[src/rtl/speriph_plug_rr_arbiter.sv]
// speriph_plug_rr_arbiter
// Round-robin arbiter that shares one peripheral slave port between NB_PLUGS
// interconnect plugs. The request path is combinational. A granted-plug FIFO
// routes in-order responses back to the plug that issued each request. While
// the slave stalls, or the FIFO is full, the grant stays locked to the plug
// that was selected.
// Optional build macro: SPERIPH_ARB_PERF_EN adds the per-plug stall counters
// on perf_stall_cnt_o.
module speriph_plug_rr_arbiter #(
  parameter int NB_PLUGS        = 2,
  parameter int ID_WIDTH        = 5,
  parameter int MAX_OUTSTANDING = 2
) (
  input  logic                               clk_i,
  input  logic                               rst_ni,
  input  logic [NB_PLUGS-1:0]                plug_req_i,
  input  logic [NB_PLUGS-1:0][31:0]          plug_add_i,
  input  logic [NB_PLUGS-1:0]                plug_wen_i,
  input  logic [NB_PLUGS-1:0][31:0]          plug_wdata_i,
  input  logic [NB_PLUGS-1:0][3:0]           plug_be_i,
  input  logic [NB_PLUGS-1:0][ID_WIDTH-1:0]  plug_id_i,
  output logic [NB_PLUGS-1:0]                plug_gnt_o,
  output logic [NB_PLUGS-1:0]                plug_r_valid_o,
  output logic [31:0]                        plug_r_rdata_o,
  output logic                               plug_r_opc_o,
  output logic [ID_WIDTH-1:0]                plug_r_id_o,
  output logic                               slv_req_o,
  output logic [31:0]                        slv_add_o,
  output logic                               slv_wen_o,
  output logic [31:0]                        slv_wdata_o,
  output logic [3:0]                         slv_be_o,
  output logic [ID_WIDTH-1:0]                slv_id_o,
  input  logic                               slv_gnt_i,
  input  logic                               slv_r_valid_i,
  input  logic [31:0]                        slv_r_rdata_i,
  input  logic                               slv_r_opc_i,
  input  logic [ID_WIDTH-1:0]                slv_r_id_i,
`ifdef SPERIPH_ARB_PERF_EN
  output logic [NB_PLUGS-1:0][15:0]          perf_stall_cnt_o,
`endif
  output logic                               err_unexp_rsp_o
);

  localparam int SEL_W = (NB_PLUGS > 1) ? $clog2(NB_PLUGS) : 1;
  localparam int PTR_W = (MAX_OUTSTANDING > 1) ? $clog2(MAX_OUTSTANDING) : 1;
  localparam int CNT_W = $clog2(MAX_OUTSTANDING + 1);
  localparam logic [CNT_W-1:0] CNT_FULL = CNT_W'(MAX_OUTSTANDING);
  localparam logic [SEL_W-1:0] PTR_RST  = SEL_W'(NB_PLUGS - 1);
  localparam logic [PTR_W-1:0] PTR_LAST = PTR_W'(MAX_OUTSTANDING - 1);

  logic [SEL_W-1:0] rr_ptr_q, rr_ptr_d;
  logic             lock_q, lock_d;
  logic [SEL_W-1:0] lock_sel_q, lock_sel_d;
  logic [MAX_OUTSTANDING-1:0][SEL_W-1:0] fifo_q, fifo_d;
  logic [PTR_W-1:0] wr_ptr_q, wr_ptr_d, rd_ptr_q, rd_ptr_d;
  logic [CNT_W-1:0] count_q, count_d;
  logic             err_q, err_d;

  logic [SEL_W-1:0] rr_sel, cand, sel, head;
  logic             found, req_sel, full, hs, pop;

  function automatic logic [PTR_W-1:0] ptr_inc(input logic [PTR_W-1:0] p);
    return (p == PTR_LAST) ? '0 : p + PTR_W'(1);
  endfunction

  // Round-robin pick starting after the last winner; a lock overrides it
  always_comb begin
    rr_sel = rr_ptr_q;
    cand   = '0;
    found  = 1'b0;
    for (int i = 1; i <= NB_PLUGS; i++) begin
      cand = SEL_W'((int'(rr_ptr_q) + i) % NB_PLUGS);
      if (!found && plug_req_i[cand]) begin
        found  = 1'b1;
        rr_sel = cand;
      end
    end
    sel     = lock_q ? lock_sel_q : rr_sel;
    req_sel = plug_req_i[sel];
    full    = (count_q == CNT_FULL);
    hs      = req_sel && !full && slv_gnt_i;
  end

  // Forward the selected plug to the slave and return its grant
  always_comb begin
    slv_req_o   = req_sel && !full;
    slv_add_o   = plug_add_i[sel];
    slv_wen_o   = plug_wen_i[sel];
    slv_wdata_o = plug_wdata_i[sel];
    slv_be_o    = plug_be_i[sel];
    slv_id_o    = plug_id_i[sel];
    plug_gnt_o  = '0;
    if (hs) plug_gnt_o[sel] = 1'b1;
  end

  // Route a response to the FIFO head plug; an empty FIFO drops it
  always_comb begin
    head           = fifo_q[rd_ptr_q];
    pop            = slv_r_valid_i && (count_q != '0);
    plug_r_valid_o = '0;
    if (pop) plug_r_valid_o[head] = 1'b1;
    plug_r_rdata_o  = slv_r_rdata_i;
    plug_r_opc_o    = slv_r_opc_i;
    plug_r_id_o     = slv_r_id_i;
    err_unexp_rsp_o = err_q;
  end

  // Next state: RR pointer, lock, outstanding FIFO, sticky error
  always_comb begin
    rr_ptr_d   = hs ? sel : rr_ptr_q;
    // A pending, unserved request (slave stall or FIFO full) pins sel
    lock_d     = req_sel && !hs;
    lock_sel_d = sel;
    fifo_d     = fifo_q;
    wr_ptr_d   = wr_ptr_q;
    rd_ptr_d   = rd_ptr_q;
    count_d    = count_q;
    if (hs) begin
      fifo_d[wr_ptr_q] = sel;
      wr_ptr_d         = ptr_inc(wr_ptr_q);
    end
    if (pop) rd_ptr_d = ptr_inc(rd_ptr_q);
    if (hs && !pop)      count_d = count_q + CNT_W'(1);
    else if (!hs && pop) count_d = count_q - CNT_W'(1);
    err_d = err_q | (slv_r_valid_i && (count_q == '0));
  end

  // State registers
  always_ff @(posedge clk_i or negedge rst_ni) begin
    if (!rst_ni) begin
      rr_ptr_q   <= PTR_RST;
      lock_q     <= 1'b0;
      lock_sel_q <= '0;
      fifo_q     <= '0;
      wr_ptr_q   <= '0;
      rd_ptr_q   <= '0;
      count_q    <= '0;
      err_q      <= 1'b0;
    end else begin
      rr_ptr_q   <= rr_ptr_d;
      lock_q     <= lock_d;
      lock_sel_q <= lock_sel_d;
      fifo_q     <= fifo_d;
      wr_ptr_q   <= wr_ptr_d;
      rd_ptr_q   <= rd_ptr_d;
      count_q    <= count_d;
      err_q      <= err_d;
    end
  end

`ifdef SPERIPH_ARB_PERF_EN
  logic [NB_PLUGS-1:0][15:0] stall_cnt_q, stall_cnt_d;

  // Saturating per-plug count of cycles spent requesting without a grant
  always_comb begin
    stall_cnt_d = stall_cnt_q;
    for (int i = 0; i < NB_PLUGS; i++)
      if (plug_req_i[i] && !plug_gnt_o[i] && (stall_cnt_q[i] != 16'hFFFF))
        stall_cnt_d[i] = stall_cnt_q[i] + 16'd1;
  end

  // Stall counter registers
  always_ff @(posedge clk_i or negedge rst_ni) begin
    if (!rst_ni) stall_cnt_q <= '0;
    else         stall_cnt_q <= stall_cnt_d;
  end

  assign perf_stall_cnt_o = stall_cnt_q;
`endif

endmodule

[config.mk]
export PLATFORM = sky130hd
export DESIGN_NAME = speriph_plug_rr_arbiter
export DESIGN_NICKNAME = d
export VERILOG_FILES = /design/src/rtl/speriph_plug_rr_arbiter.sv
export SDC_FILE = /design/constraint.sdc
export NUM_CORES = 1
export LEC_CHECK = 0
export BUFFER_PORTS_ARGS = -buffer_cell sky130_fd_sc_hd__buf_2
export CORE_AREA = 5 5 116 118
export DETAILED_ROUTE_END_ITERATION = 7
export DIE_AREA = 0 0 121 123
export PLACE_DENSITY = 0.48
export SYNTH_ARGS = -nofsm -noshare
export SYNTH_HDL_FRONTEND = slang
export SYNTH_SLANG_ARGS = --single-unit
[constraint.sdc]
create_clock -name clk_i -period 2.5 [get_ports clk_i]
set_input_delay 0.375 -clock clk_i [delete_from_list [all_inputs] [get_ports clk_i]]
set_output_delay 0.375 -clock clk_i [all_outputs]
set_load 0.01 [all_outputs]
Yosys cells after proc, flatten, opt, wreduce, memory -nomap -nowiden --
Index checks and enable logic that the tools add are counted.
Operators by class: $add $sub $neg 6, magnitude comparators 9, equality and inequality tests 1, multiplexer cells 35, bitwise operators 1, reductions and logical operators 18
Operators with widths (number):
- 32-bit 2-to-1 mux | 4
- 1-bit 2-to-1 mux | 19
- 1-bit by 2-bit less-than comparator with 1-bit output (second input constant) | 6
- 1-bit logical AND | 11
- 5-bit 2-to-1 mux | 2
- 2-bit 2-to-1 mux | 4
- 4-bit 2-to-1 mux | 2
- 1-bit adder (second input constant) | 4
- 1-bit zero test | 4
- 2-bit nonzero test | 2
- 1-bit demux with 1-bit select | 3
- 1-bit greater-or-equal comparator (second input constant) | 3
- 2-bit by 1-bit adder with 2-bit output (second input constant) | 1
- 2-bit bitwise mux | 1
- 2-bit equality test (second input constant) | 1
- 2-bit zero test | 1
- 2-bit by 1-bit subtractor with 2-bit output (second input constant) | 1
- 1-bit bitwise OR | 1
Word-level totals: register bits 10, bits of input ports 192, output and inout bits 118, word-level logic and storage cells 79

Longest topological paths before layout --
depth in word-level cells 16, mapped depth 8, depth with buffers taken out 8

Worst setup path before layout --
Ideal clock, no wire load.
path type reg2out, start reg rr_ptr_q, end out slv_wdata_o[2], arrival 1395 ps, data required time 2125 ps, slack 730 ps, cell stages (with the launch flop) 6, path buffers 2, cells stage by stage dfstp_2 a21oi_2 o21ai_4 buf_6 buf_6 mux2_4
Between the ends: word-level cells in the longest chain between the ends 10, elaborated cells on any way between the ends 14, those cells by class 2 x add/sub; 10 x mux; 2 x reduce/logical
Ends and longest elaborated chain:
- from (decl) | line 51 | logic [SEL_W-1:0] rr_ptr_q, rr_ptr_d;
- from (signal assigned) | line 140 | rr_ptr_q <= rr_ptr_d;
- 1-bit adder | line 72 | cand = SEL_W'((int'(rr_ptr_q) + i) % NB_PLUGS);
- 1-bit 2-to-1 mux (not written as such) (2 in series) | line 73 | if (!found && plug_req_i[cand]) begin
- 1-bit 2-to-1 mux | line 73
- 1-bit zero test | line 73
- 1-bit logical AND | line 73
- 1-bit 2-to-1 mux * | line 73
- 1-bit 2-to-1 mux * | line 78 | sel = lock_q ? lock_sel_q : rr_sel;
- 32-bit 2-to-1 mux (not written as such) * (2 in series) | line 89 | slv_wdata_o = plug_wdata_i[sel];
- to (decl) | line 30 | output logic [31:0] slv_wdata_o,
Mark *: on every way between the ends. The rest lies on a longest branch, timed or not. The select of a mux whose other input is x is not followed.

Worst setup path after layout --
start reg rr_ptr_q, end out slv_add_o[12]
Between the ends: word-level cells in the longest chain between the ends 10, elaborated cells on any way between the ends 14, those cells by class 2 x add/sub; 10 x mux; 2 x reduce/logical
Ends and longest elaborated chain:
- 1-bit adder | line 72
- 1-bit 2-to-1 mux (not written as such) (2 in series) | line 73
- 1-bit 2-to-1 mux | line 73
- 1-bit zero test | line 73
- 1-bit logical AND | line 73
- 1-bit 2-to-1 mux * | line 73
- 1-bit 2-to-1 mux * | line 78
- 32-bit 2-to-1 mux (not written as such) * (2 in series) | line 87 | slv_add_o = plug_add_i[sel];
- to (decl) | line 28 | output logic [31:0] slv_add_o,
Marks and branches as above.

==> metrics.md <==
| Metric | Value |
|---|---|
| Outcome | complete, no violations |
| Clk pin slew, worst setup/hold paths | 0.04 ns |
| Die Area | 0.01488 mm2 |
| CP delay by family, top | flip-flops |
| Most common cell in the netlist | mux2_2 |
| Post-DP HPWL | 7504 um |
| Core footprint | 0.01236 mm2 |
| Clock root buffer | clkbuf_16 |
| Routability congestion estimate | 0.9160 |
| Largest net degree at the start of global routing | 51 |
| Minimum clock period | 2.269 ns |
| Critical Path Max Stage Delay | 0.54 ns |
| Mapped Cells | 167 |
| Period utilization | 90.75% |
| Reg2reg start | count_q[0] |
| Final Hold Fails | 0 |
| Number of sinks on the clock net | 10 |
| Fraction of layout instances using a drive strength above 1 | 87.26% |
| Setup Fix Bufs, Post-CTS | 0 |
| Crit path launch type | flop |
| Overflow after GRT | 0 |
| FF-to-FF path depth | 8 |
| Largest fanout on the critical path | 50 |
| Antenna violations before repair | 0 |
| Iter 0 DRT Violations | 73 |
| Synth Net Count | 360 |
| CTS buffer count | 3 |
| FF-to-FF End | count_q[1] |
| CP Launch Point | rr_ptr_q |
| Vias in the first global route | 2005 |
| Most instantiated cells after synthesis | mux2_2 (69), buf_4 (44), dfrtp_1 (9) |
| Ant diodes | 0 |
| RSZ-0062 raised after global routing | no |
| Effective utilization at floorplan | 13.74% |
| Fin util | 23.10% |
| Post-cts resize count | 0 |
| Synth top area share | 45.73% |
| Fin worst setup slack | 0.2312 ns |
| Mapped cell area | 0.001699 mm2 |
| Post-route ant nets | 0 |
| Worst Hold Class | in -> reg |
| Port Buffers | 233 |
| Mean Syn Cell Area | 10.17 um2 |
| Max cap viols | 0 |
| Peak VDD IR | 0.3484 mV |
| Post-synth top flop | dfrtp_1 |
| Total Wirelength | 8296 um |
| #FFs+latches synth | 10 |
| Fraction of registers with async set/reset | 100.0% |
| CTS tree | done |
| Pwr dens | 933.6 mW/mm2 |
| EDFF count, synth | 0 |
| Relative slew slack | 63.78% |
| Sequential area share after synthesis | 14.80% |
| Final number of setup-violating endpoints | 0 |
| Area leader, netlist | mux2_2 |
| Fin nets | 555 |
| Yosys warns | 0 |
| Netlist cell types | 25 |
| Crit-path slowest cell | dfstp_2 |
| I/O Pins | 310 |
| Critical path class | reg -> out |
| Via count | 1983 |
| Top post-synthesis cells by area | mux2_2 (46%), buf_4 (19%), dfrtp_1 (13%) |
| Global-route wire length before repair | 11160 um |
| Longest Clk Path Bufs | 2 |
| Skew-Pair Late Insertion Delay | 0.23 ns |
| CP Capture Type | output pin |
| CP endpoint | slv_add_o[12] |
| R2R setup slack | 0.66 ns |
| Max-slew violations | 0 |
| Static leakage | 1.501 nW |
| CP Depth | 5 |
| Area Overhead vs Synth | 68.11% |
| Total negative setup slack | 0 ns |
| Vias per inst | 3.720 |
| Buf+Inv Stages, Crit Path | 2 |
| GRT Resource Usage Total | 9.479% |
| Worst Clk Skew | 0.002013 ns |
| DR WL/cell | 15.56 um |
| Crit-path cells | a21oi_2 > o21ai_4 > buf_12 > mux2_2 > buf_2 |
| Worst Path Required | 2.12 ns |
| DRC Markers | 0 |
| Max Freq | 440.8 MHz |
| Die Ht | 123 um |
| Arr. time, crit path | 1.89 ns |
| Placement Rows | 41 |
| DP Worst Slack | 0.4035 ns |
| Final Power | 0.002667 W |
| Worst Tran Pin Value | 0.5377 ns |
| DIE WIDTH | 121 um |
| Router iterations before antenna repair | 4 |
| Clock H-tree levels | 1 |
==> cell usage in the layout (no fill, tap or decap) <==
master         instances
nand2b_1               3
o21ai_0                4
mux2_2                69
xor2_1                 2
clkbuf_1               1
nor2b_1                1
o31ai_1                3
dfstp_2                1
a21o_1                 2
mux2i_1                1
ha_1                   1
inv_1                  2
nand3_1                1
buf_12                 2
xnor2_1                3
a21oi_2                1
buf_2                233
nor2_1                 6
nand2_1                1
nand3b_1               1
dlygate4sd3_1          1
dfrtp_1                9
clkbuf_16              3
mux2_4                 5
nand4_1                1
o21ai_4                1
and3_1                 1
a21oi_1                2
==> registers in the layout, indices dropped and copies added, names as in the netlist <==
name             cells
count_q              2
err_unexp_rsp_o      1
fifo_q               2
lock_q               1
lock_sel_q           1
rd_ptr_q             1
rr_ptr_q             1
wr_ptr_q             1
==> power by group <==
group / switching (W) / internal [W] / leakage (nW)
registers: 0.0000689 / 0.000244 / 0.114
logic: 0.000994 / 0.00108 / 1.35
clock network: 0.0000701 / 0.000213 / 0.0382
==> through the flow <==
step	hold WS, ns	std cells	cell area, um2
detailed placement	0.2430	528	2768
CTS	0.3439	533	2856
floorplan	0.07941	167	1699
finish	0.3481	533	2856
global route	0.3621	533	2856
global placement	0.2417	528	2768
==> layout make-up <==
| class | count | area, um2 |
|---|---|---|
| fillers | 1331 | 9507 |
| repair buffers | 236 | 1216 |
| multi-input cells | 109 | 1087 |
| flip-flops and latches | 10 | 251.5 |
| well taps | 172 | 215.2 |
| clock buffers | 4 | 78.83 |
| inverters | 2 | 7.507 |
==> cells by family after synthesis <==
kind of cell	Yosys count	synth area share (%)
buf+inv	48	21.21
xor+xnor	5	2.578
simple gates	15	4.492
mux	75	50.74
fa+ha+maj	1	0.7363
compound gates	13	5.449
flops	10	14.80
==> per-layer routing <==
layer / part of all wire (%) / wire, um / global-route usage [%] / vias to the layer above
met3: 13 / 1053 / 3.888 / 8
met1: 38 / 3164 / 11.29 / 867
met2: 49 / 4032 / 16.29 / 169
li1: - / - / - / 939
met5: 0 / 0 / 0 / -
met4: 0.55 / 46 / 1.558 / 0
==> repair_timing <==
action / in CTS / in global routing
endpoints found under the setup margin: 0 / 0
hold buffers: 1 / 0
hold endpoints to repair: 9 / 0
==> worst min path at each step <==
| stage | from | to | slack, ns | depth (start not counted) |
|---|---|---|---|---|
| floorplan | rst_ni | count_q[0] | 0.08 | 0 |
| global placement | rst_ni | err_unexp_rsp_o | 0.24 | 1 |
| detailed placement | rst_ni | count_q[1] | 0.24 | 1 |
| CTS | slv_gnt_i | lock_q | 0.34 | 2 |
| global route | slv_r_valid_i | err_unexp_rsp_o | 0.36 | 2 |
| finish | slv_gnt_i | lock_q | 0.35 | 2 |
No activity file was read; power rests on OpenSTA's default activity.
